[src/rtl/poly_tone_gen.sv]
// poly_tone_gen: NUM_CH programmable 50% duty square-wave channels, mixed to one bit by a
// first-order sigma-delta modulator. Define POLY_TONE_IMMEDIATE_EN for legacy retrigger-on-write.
module poly_tone_gen #(
  parameter int CLOCK_FREQ = 100_000_000,
  parameter int NUM_CH     = 4,
  parameter int PERIOD_W   = 25
) (
  input  logic                                         clk,
  input  logic                                         reset,
  input  logic                                         enable,
  input  logic [NUM_CH-1:0]                            ch_enable,
  input  logic                                         wr_en,
  input  logic [((NUM_CH > 1) ? $clog2(NUM_CH) : 1)-1:0] wr_ch,
  input  logic [PERIOD_W-1:0]                          wr_period,
  output logic [NUM_CH-1:0]                            tone_out,
  output logic                                         pwm_out,
  output logic [NUM_CH-1:0]                            busy
);

  localparam int CH_W  = (NUM_CH > 1) ? $clog2(NUM_CH) : 1;
  localparam int SUM_W = $clog2(NUM_CH + 1);
  localparam int ACC_W = SUM_W + 1;

  // CLOCK_FREQ documents the clock domain only; nothing is derived from it.
  if (CLOCK_FREQ > 0) begin : g_clock_info
  end

  function automatic logic [SUM_W-1:0] popcount(input logic [NUM_CH-1:0] v);
    logic [SUM_W-1:0] c;
    c = '0;
    for (int k = 0; k < NUM_CH; k++) begin
      c = c + SUM_W'(v[k]);
    end
    return c;
  endfunction

  for (genvar i = 0; i < NUM_CH; i++) begin : g_ch
    logic [PERIOD_W-1:0] active_r, pending_r, cnt_r;
    logic                pend_r, tone_r;
    logic [PERIOD_W-1:0] active_s, pending_s, cnt_s, half_s, new_half_s;
    logic                pend_s, tone_s, silent_s, apply_s, wr_hit_s;

    // Channel next-state: silent hold, counting, pending apply and period writes.
    always_comb begin
      active_s   = active_r;
      pending_s  = pending_r;
      cnt_s      = cnt_r;
      pend_s     = pend_r;
      tone_s     = tone_r;
      apply_s    = 1'b0;
      half_s     = {1'b0, active_r[PERIOD_W-1:1]};
      new_half_s = {1'b0, pending_r[PERIOD_W-1:1]};
      silent_s   = (half_s == '0) || !ch_enable[i];
      wr_hit_s   = wr_en && (wr_ch == CH_W'(i));

      if (silent_s) begin
        tone_s = 1'b0;
        if (pend_r) begin
          active_s = pending_r;
          cnt_s    = new_half_s;
          apply_s  = 1'b1;
        end else begin
          cnt_s = half_s;
        end
      end else if (enable) begin
`ifdef POLY_TONE_IMMEDIATE_EN
        if (pend_r) begin
          tone_s   = ~tone_r;
          active_s = pending_r;
          cnt_s    = new_half_s;
          apply_s  = 1'b1;
        end else if (cnt_r == '0) begin
          tone_s = ~tone_r;
          cnt_s  = half_s;
        end else begin
          cnt_s = cnt_r - PERIOD_W'(1);
        end
`else
        // A pending period is only taken at a half-wave boundary, so no level is truncated.
        if (cnt_r == '0) begin
          tone_s = ~tone_r;
          if (pend_r) begin
            active_s = pending_r;
            cnt_s    = new_half_s;
            apply_s  = 1'b1;
          end else begin
            cnt_s = half_s;
          end
        end else begin
          cnt_s = cnt_r - PERIOD_W'(1);
        end
`endif
      end else begin
        cnt_s = cnt_r;
      end

      // A write landing with an apply keeps the new value pending for the next boundary.
      if (wr_hit_s) begin
        pending_s = wr_period;
        pend_s    = 1'b1;
      end else if (apply_s) begin
        pend_s = 1'b0;
      end else begin
        pend_s = pend_r;
      end
    end

    // Channel state registers.
    always_ff @(posedge clk or posedge reset) begin
      if (reset) begin
        active_r  <= '0;
        pending_r <= '0;
        cnt_r     <= '0;
        pend_r    <= 1'b0;
        tone_r    <= 1'b0;
      end else begin
        active_r  <= active_s;
        pending_r <= pending_s;
        cnt_r     <= cnt_s;
        pend_r    <= pend_s;
        tone_r    <= tone_s;
      end
    end

    assign tone_out[i] = tone_r;
    assign busy[i]     = pend_r;
  end

  logic [SUM_W-1:0] sum_s;
  logic [ACC_W:0]   total_s;
  logic [ACC_W-1:0] acc_r, acc_s;
  logic             pwm_s;

  // Sigma-delta mixer: emit a 1 whenever the accumulated channel count reaches NUM_CH.
  always_comb begin
    sum_s   = popcount(tone_out);
    total_s = {1'b0, acc_r} + (ACC_W + 1)'(sum_s);
    if (!enable) begin
      acc_s = '0;
      pwm_s = 1'b0;
    end else if (total_s >= (ACC_W + 1)'(NUM_CH)) begin
      acc_s = ACC_W'(total_s - (ACC_W + 1)'(NUM_CH));
      pwm_s = 1'b1;
    end else begin
      acc_s = ACC_W'(total_s);
      pwm_s = 1'b0;
    end
  end

  // Mixer registers.
  always_ff @(posedge clk or posedge reset) begin
    if (reset) begin
      acc_r   <= '0;
      pwm_out <= 1'b0;
    end else begin
      acc_r   <= acc_s;
      pwm_out <= pwm_s;
    end
  end

endmodule

[config.mk]
export PLATFORM = sky130hd
export DESIGN_NAME = poly_tone_gen
export DESIGN_NICKNAME = d
export VERILOG_FILES = /design/src/rtl/poly_tone_gen.sv
export SDC_FILE = /design/constraint.sdc
export NUM_CORES = 1
export LEC_CHECK = 0
export CAP_MARGIN = 25
export CELL_PAD_IN_SITES_DETAIL_PLACEMENT = 1
export CELL_PAD_IN_SITES_GLOBAL_PLACEMENT = 1
export CORE_MARGIN = 2
export CORE_UTILIZATION = 40
export CTS_CLUSTER_DIAMETER = 30
export DETAILED_ROUTE_END_ITERATION = 8
export GPL_TIMING_DRIVEN = 0
export PLACE_DENSITY_LB_ADDON = 0.2
export SLEW_MARGIN = 20
export SYNTH_ARGS = -nofsm -noshare
export SYNTH_HDL_FRONTEND = slang
export SYNTH_SLANG_ARGS = --single-unit
export TNS_END_PERCENT = 50
[constraint.sdc]
create_clock -name clk -period 14.8 [get_ports clk]
set_clock_uncertainty 0.15 [all_clocks]
set_input_delay 2.96 -clock clk [delete_from_list [all_inputs] [get_ports clk]]
set_output_delay 2.96 -clock clk [all_outputs]
set_load 0.01 [all_outputs]
Word-level counts from Yosys, hierarchy flattened
Cells that the tools add are included.
{"block": "word_totals", "register_bits": 313, "latch_bits": 0, "ram_bits": 0, "romBits": 0, "in_bits": 35, "out_inout_bits": 9, "wordCells": 148, "memories": 0}
{"block": "classes", "n_addsub": 9, "multipliers": 0, "div": 0, "order_cmp": 1, "eq_ne": 3, "shift": 0, "muxes": 72, "bitwise_logic": 4, "reduce_logical": 37}
{"operator": "25-bit 2-to-1 mux", "n": 28}
{"operator": "25-bit logical NOT", "n": 4}
{"operator": "25-bit by 1-bit subtractor with 25-bit output, second input constant", "n": 4}
{"operator": "24-bit logical NOT", "n": 4}
{"operator": "24-bit 2-to-1 mux", "n": 4}
{"operator": "1-bit 2-to-1 mux", "n": 38}
{"operator": "2-bit nonzero test", "n": 12}
{"operator": "4-bit 2-to-1 mux", "n": 2}
{"operator": "2-bit AND reduction", "n": 4}
{"operator": "4-bit by 3-bit adder with 5-bit output", "n": 1}
{"operator": "5-bit by 3-bit greater-or-equal comparator with 1-bit output, second input constant", "n": 1}
{"operator": "2-bit equality test, second input constant", "n": 2}
{"operator": "1-bit logical AND", "n": 4}
{"operator": "1-bit logical NOT", "n": 4}
{"operator": "1-bit logical OR", "n": 4}
{"operator": "1-bit inverter", "n": 4}
{"operator": "4-bit by 3-bit subtractor with 4-bit output, second input constant", "n": 1}
{"operator": "2-bit by 1-bit adder with 3-bit output", "n": 1}
{"operator": "3-bit by 1-bit adder with 3-bit output", "n": 1}
{"operator": "1-bit by 1-bit adder with 2-bit output", "n": 1}
{"operator": "2-bit by 1-bit equality test with 1-bit output, second input constant", "n": 1}
{"operator": "2-bit logical NOT", "n": 1}

Logic depth before layout (Yosys ltp)
{"block": "logic_depth", "word_depth": 7, "depth_mapped": 11, "ltp_nobuf": 11}

Least setup slack after synthesis
Ideal clock, no wire load.
{"block": "synth_timing", "path_type": "input-to-reg", "from": "in enable", "to": "reg g_ch[1].cnt_r[20]", "setup_ns": 0.137, "arrival_ns": 4.349, "required_time_ns": 14.513, "setup_slack_ns": 10.163, "stages": 8, "n_path_buf": 3, "cell_sequence": "clkbuf_1 > clkinv_1 > nand2_1 > a21oi_1 > clkbuf_1 > clkbuf_1 > a21oi_1 > a2bb2oi_1"}
{"block": "synth_between", "elab_chain_len": 1}
{"item": "start: declaration", "line_no": "10", "text": "input logic enable,"}
{"item": "2-bit nonzero test (no source line)"}
{"item": "end signal: assignment", "line_no": "119", "text": "cnt_r <= cnt_s;"}
{"item": "end: declaration", "line_no": "38", "text": "logic [PERIOD_W-1:0] active_r, pending_r, cnt_r;"}
No other way between the ends.
A chain may end at the register's enable or synchronous reset.

Worst setup path in the final report
{"block": "layout_timing", "from": "in enable", "to": "reg g_ch[0].cnt_r[5]"}
{"block": "layout_between", "elab_chain_len": 1}
{"item": "2-bit nonzero test (no source line)"}
{"item": "end signal: assignment", "line_no": "119"}
{"item": "end: declaration", "line_no": "38"}
No other way between the ends.

==> out/results.txt <==
Status: finished, final reports clean
CTS Buf Count: 82
Crit path kind: in -> reg
Slew @ Worst Pin: 1.04 ns
FP Rows: 72
Drt initial violations: 617
Die area: 40700 sq um
Largest net degree at the start of global routing: 103
Crit path to: g_ch[0].cnt_r[5]$_DFFE_PP0P_
Drt drc: 0
Setup TNS Final: 0 ns
Tmin final: 5.63 ns
Synth Warn #: 0
Min Hold Slack: 0.341 ns
Via density: 5.89
Drt wl/cell: 23.9 microns
Area taken by multi-input logic gates: 7450 sq um
Max-cap viol count: 0
Avg Cell Area, Syn: 11.4 sq um
TritonCTS clock tree: done
Required @ worst endpoint: 15.09 ns
H-Tree Depth: 3
Synthesis-to-layout area growth: 25.3%
Peak VDD IR: 0.000108 V
Worst Path Arrival: 5.93 ns
Fin. max-slew vios: 0
Post-synth cell types: 86
PwrDens: 192 nW/um^2
FILL cells: 3986
Post-DP HPWL: 33.6 mm
WL final: 49.8 mm
Core area: 38600 sq um
IO Port Bufs: 41
Sequential cell area: 7630 sq um
Reg2Reg Setup Slack: 11.21 ns
Final Hold Fails: 0
Clock transition at path regs: 0.04 ns
Io pins: 44
GR Util All Layers: 0.251
Overflow left after global routing: 0
1st-pass router iterations: 5
Critical Path Source: enable
CP endpoint kind: flip-flop
Final period util: 0.381
Global-route wire length before repair: 78.9 mm
Hold Path Class: reg -> reg
Syn_nets: 1417
DIE WIDTH: 202 microns
Count of state elements after synthesis: 305
Finish-stage setup viols: 0
Initial antenna violation count: 3
Vias in the first global route: 13400
Root Driver: clkbuf_16
Leakage: 0.00797 uW
Ys async rst share: 1.00
Initial Utilization: 0.405
Post-CTS Setup Bufs: 0
GP Congestion: 0.806
Reg-to-reg startpoint: g_ch[0].active_r[3]$_DFFE_PP0P_
Synth Cell Area: 15700 sq um
Number of synthesized flops with an enable pin: 0
Unrepaired setup endpoints after global routing: no
Startpoint Class: input pin
Final-stage net count: 1546
R2r endpoint: g_ch[0].cnt_r[5]$_DFFE_PP0P_
CTS Hold Buffers Added: 0
Clock buffer depth: 3
Relative slew slack: 0.304
Height of the die: 202 microns
Routed Antenna Nets: 0
Reg2Reg Depth: 9
CTS resizes: 0
Synth Flop Type: dfrtp_1
Clk_lat worst skew: 0.61 ns
Crit path max fanout: 10
Layout cells sized above 1: 0.237
Sequential area share after synthesis: 0.488
Fmax: 178 MHz
Vias: 12300
Syn Inst Count: 1373
TritonCTS Sinks: 305
==> logic make-up (layout without fill, tap and decap cells) <==
kind of cell / count (synthesis) / after routing / share of synthesized area
fa+ha+maj: 9 / 9 / 0.00863
buf+inv: 122 / 317 / 0.0367
mux: 265 / 265 / 0.191
compound gates: 259 / 259 / 0.125
other cells: 0 / 1 / 0
simple gates: 406 / 406 / 0.147
flops: 305 / 305 / 0.488
xor+xnor: 7 / 7 / 0.00392
==> how the worst min path moves through the flow <==
stage                                  startpoint                            end  slack, ns  depth (start not counted)
CTS                 g_ch[2].cnt_r[20]$_DFFE_PP0P_  g_ch[2].cnt_r[20]$_DFFE_PP0P_       0.34                          1
global route        g_ch[2].cnt_r[20]$_DFFE_PP0P_  g_ch[2].cnt_r[20]$_DFFE_PP0P_       0.36                          1
detailed placement  g_ch[2].cnt_r[20]$_DFFE_PP0P_  g_ch[2].cnt_r[20]$_DFFE_PP0P_       0.33                          1
finish              g_ch[2].cnt_r[20]$_DFFE_PP0P_  g_ch[2].cnt_r[20]$_DFFE_PP0P_       0.34                          1
floorplan           g_ch[2].cnt_r[20]$_DFFE_PP0P_  g_ch[2].cnt_r[20]$_DFFE_PP0P_       0.30                          1
global placement    g_ch[2].cnt_r[20]$_DFFE_PP0P_  g_ch[2].cnt_r[20]$_DFFE_PP0P_       0.32                          1
==> registers in the layout (all words and copies together), names as in the netlist <==
| name | flops |
|---|---|
| pwm_out | 1 |
| g_ch.cnt_r | 100 |
| acc_r | 4 |
| g_ch.pend_r | 4 |
| g_ch.pending_r | 96 |
| g_ch.tone_r | 4 |
| g_ch.active_r | 96 |
==> layer usage <==
metal,part of all wire,global-route usage,routed length (microns),vias up
met5,0,0,0,-
met4,0.028,0.0985,1390,0
met3,0.039,0.0390,1960,95
met2,0.48,0.407,23700,272
met1,0.46,0.337,22700,6412
li1,-,-,-,5519
==> through the flow <==
stage	instance area (sq um)	util	setup WS [ns]	power [uW]	instances
final	19600	0.507	9.17	3770	2087
after global routing	19600	0.507	8.95	3940	2086
after CTS	19600	0.507	8.97	3790	2085
after detailed placement	16800	0.435	8.38	1980	1935
after global placement	16700	0.432	-1.14	1940	1932
after floorplan	15700	-	3.26	1740	1373
==> power breakdown <==
group	internal [uW]	switching, uW
clock network	1240	547
registers	1080	247
logic	333	313
==> Yosys cell counts (all sizes together) (28+ instances only) <==
master,count,area share
nor3,55,0.019
inv,33,0.0079
buf,37,0.016
o21ai,41,0.013
mux2,211,0.16
clkbuf,51,0.012
nor2b,32,0.013
nor4,52,0.026
nand2,60,0.015
dfrtp,305,0.49
a21oi,28,0.0092
nor2,61,0.015
nand3,44,0.016
mux2i,54,0.035
==> area by class of cell <==
type,instances,area share
antenna,1,0.000128
buffer,88,0.0228
clock buffer,113,0.118
clock inverter,37,0.0244
inverter,34,0.00689
multi-input combinational,946,0.380
sequential,305,0.389
tap,518,0.0330
timing repair buffer,45,0.0254
==> critical path, cell delays in order <==
cell and delay, ns:
clkbuf_1 0.57, clkinv_1 0.64, and2_1 0.32, clkbuf_1 0.24, buf_1 0.36, a2111oi_0 0.68, nor3_1 0.13
==> cell usage in the layout (no fill, tap or decap), types with 10 or more instances in the layout <==
cell / n
dfrtp_1: 305
mux2_2: 147
clkbuf_16: 84
clkbuf_1: 68
nor2_1: 61
nand2_1: 57
mux2i_1: 54
nor3_1: 53
nor4_1: 44
mux2_1: 44
nand3_1: 42
clkdlybuf4s50_1: 41
nor2b_1: 32
inv_1: 32
a21oi_1: 27
o21ai_0: 27
or3_1: 23
nand4_1: 21
mux2_4: 20
buf_2: 15
o22ai_1: 15
a22oi_1: 15
or4_1: 14
a2111oi_0: 14
clkinv_2: 14
o21ai_1: 13
o211ai_1: 13
a221oi_1: 11
o22a_1: 11
clkbuf_8: 11
a2bb2oi_1: 10
buf_4: 10
Note: power is estimated with default switching activity, not from simulation.
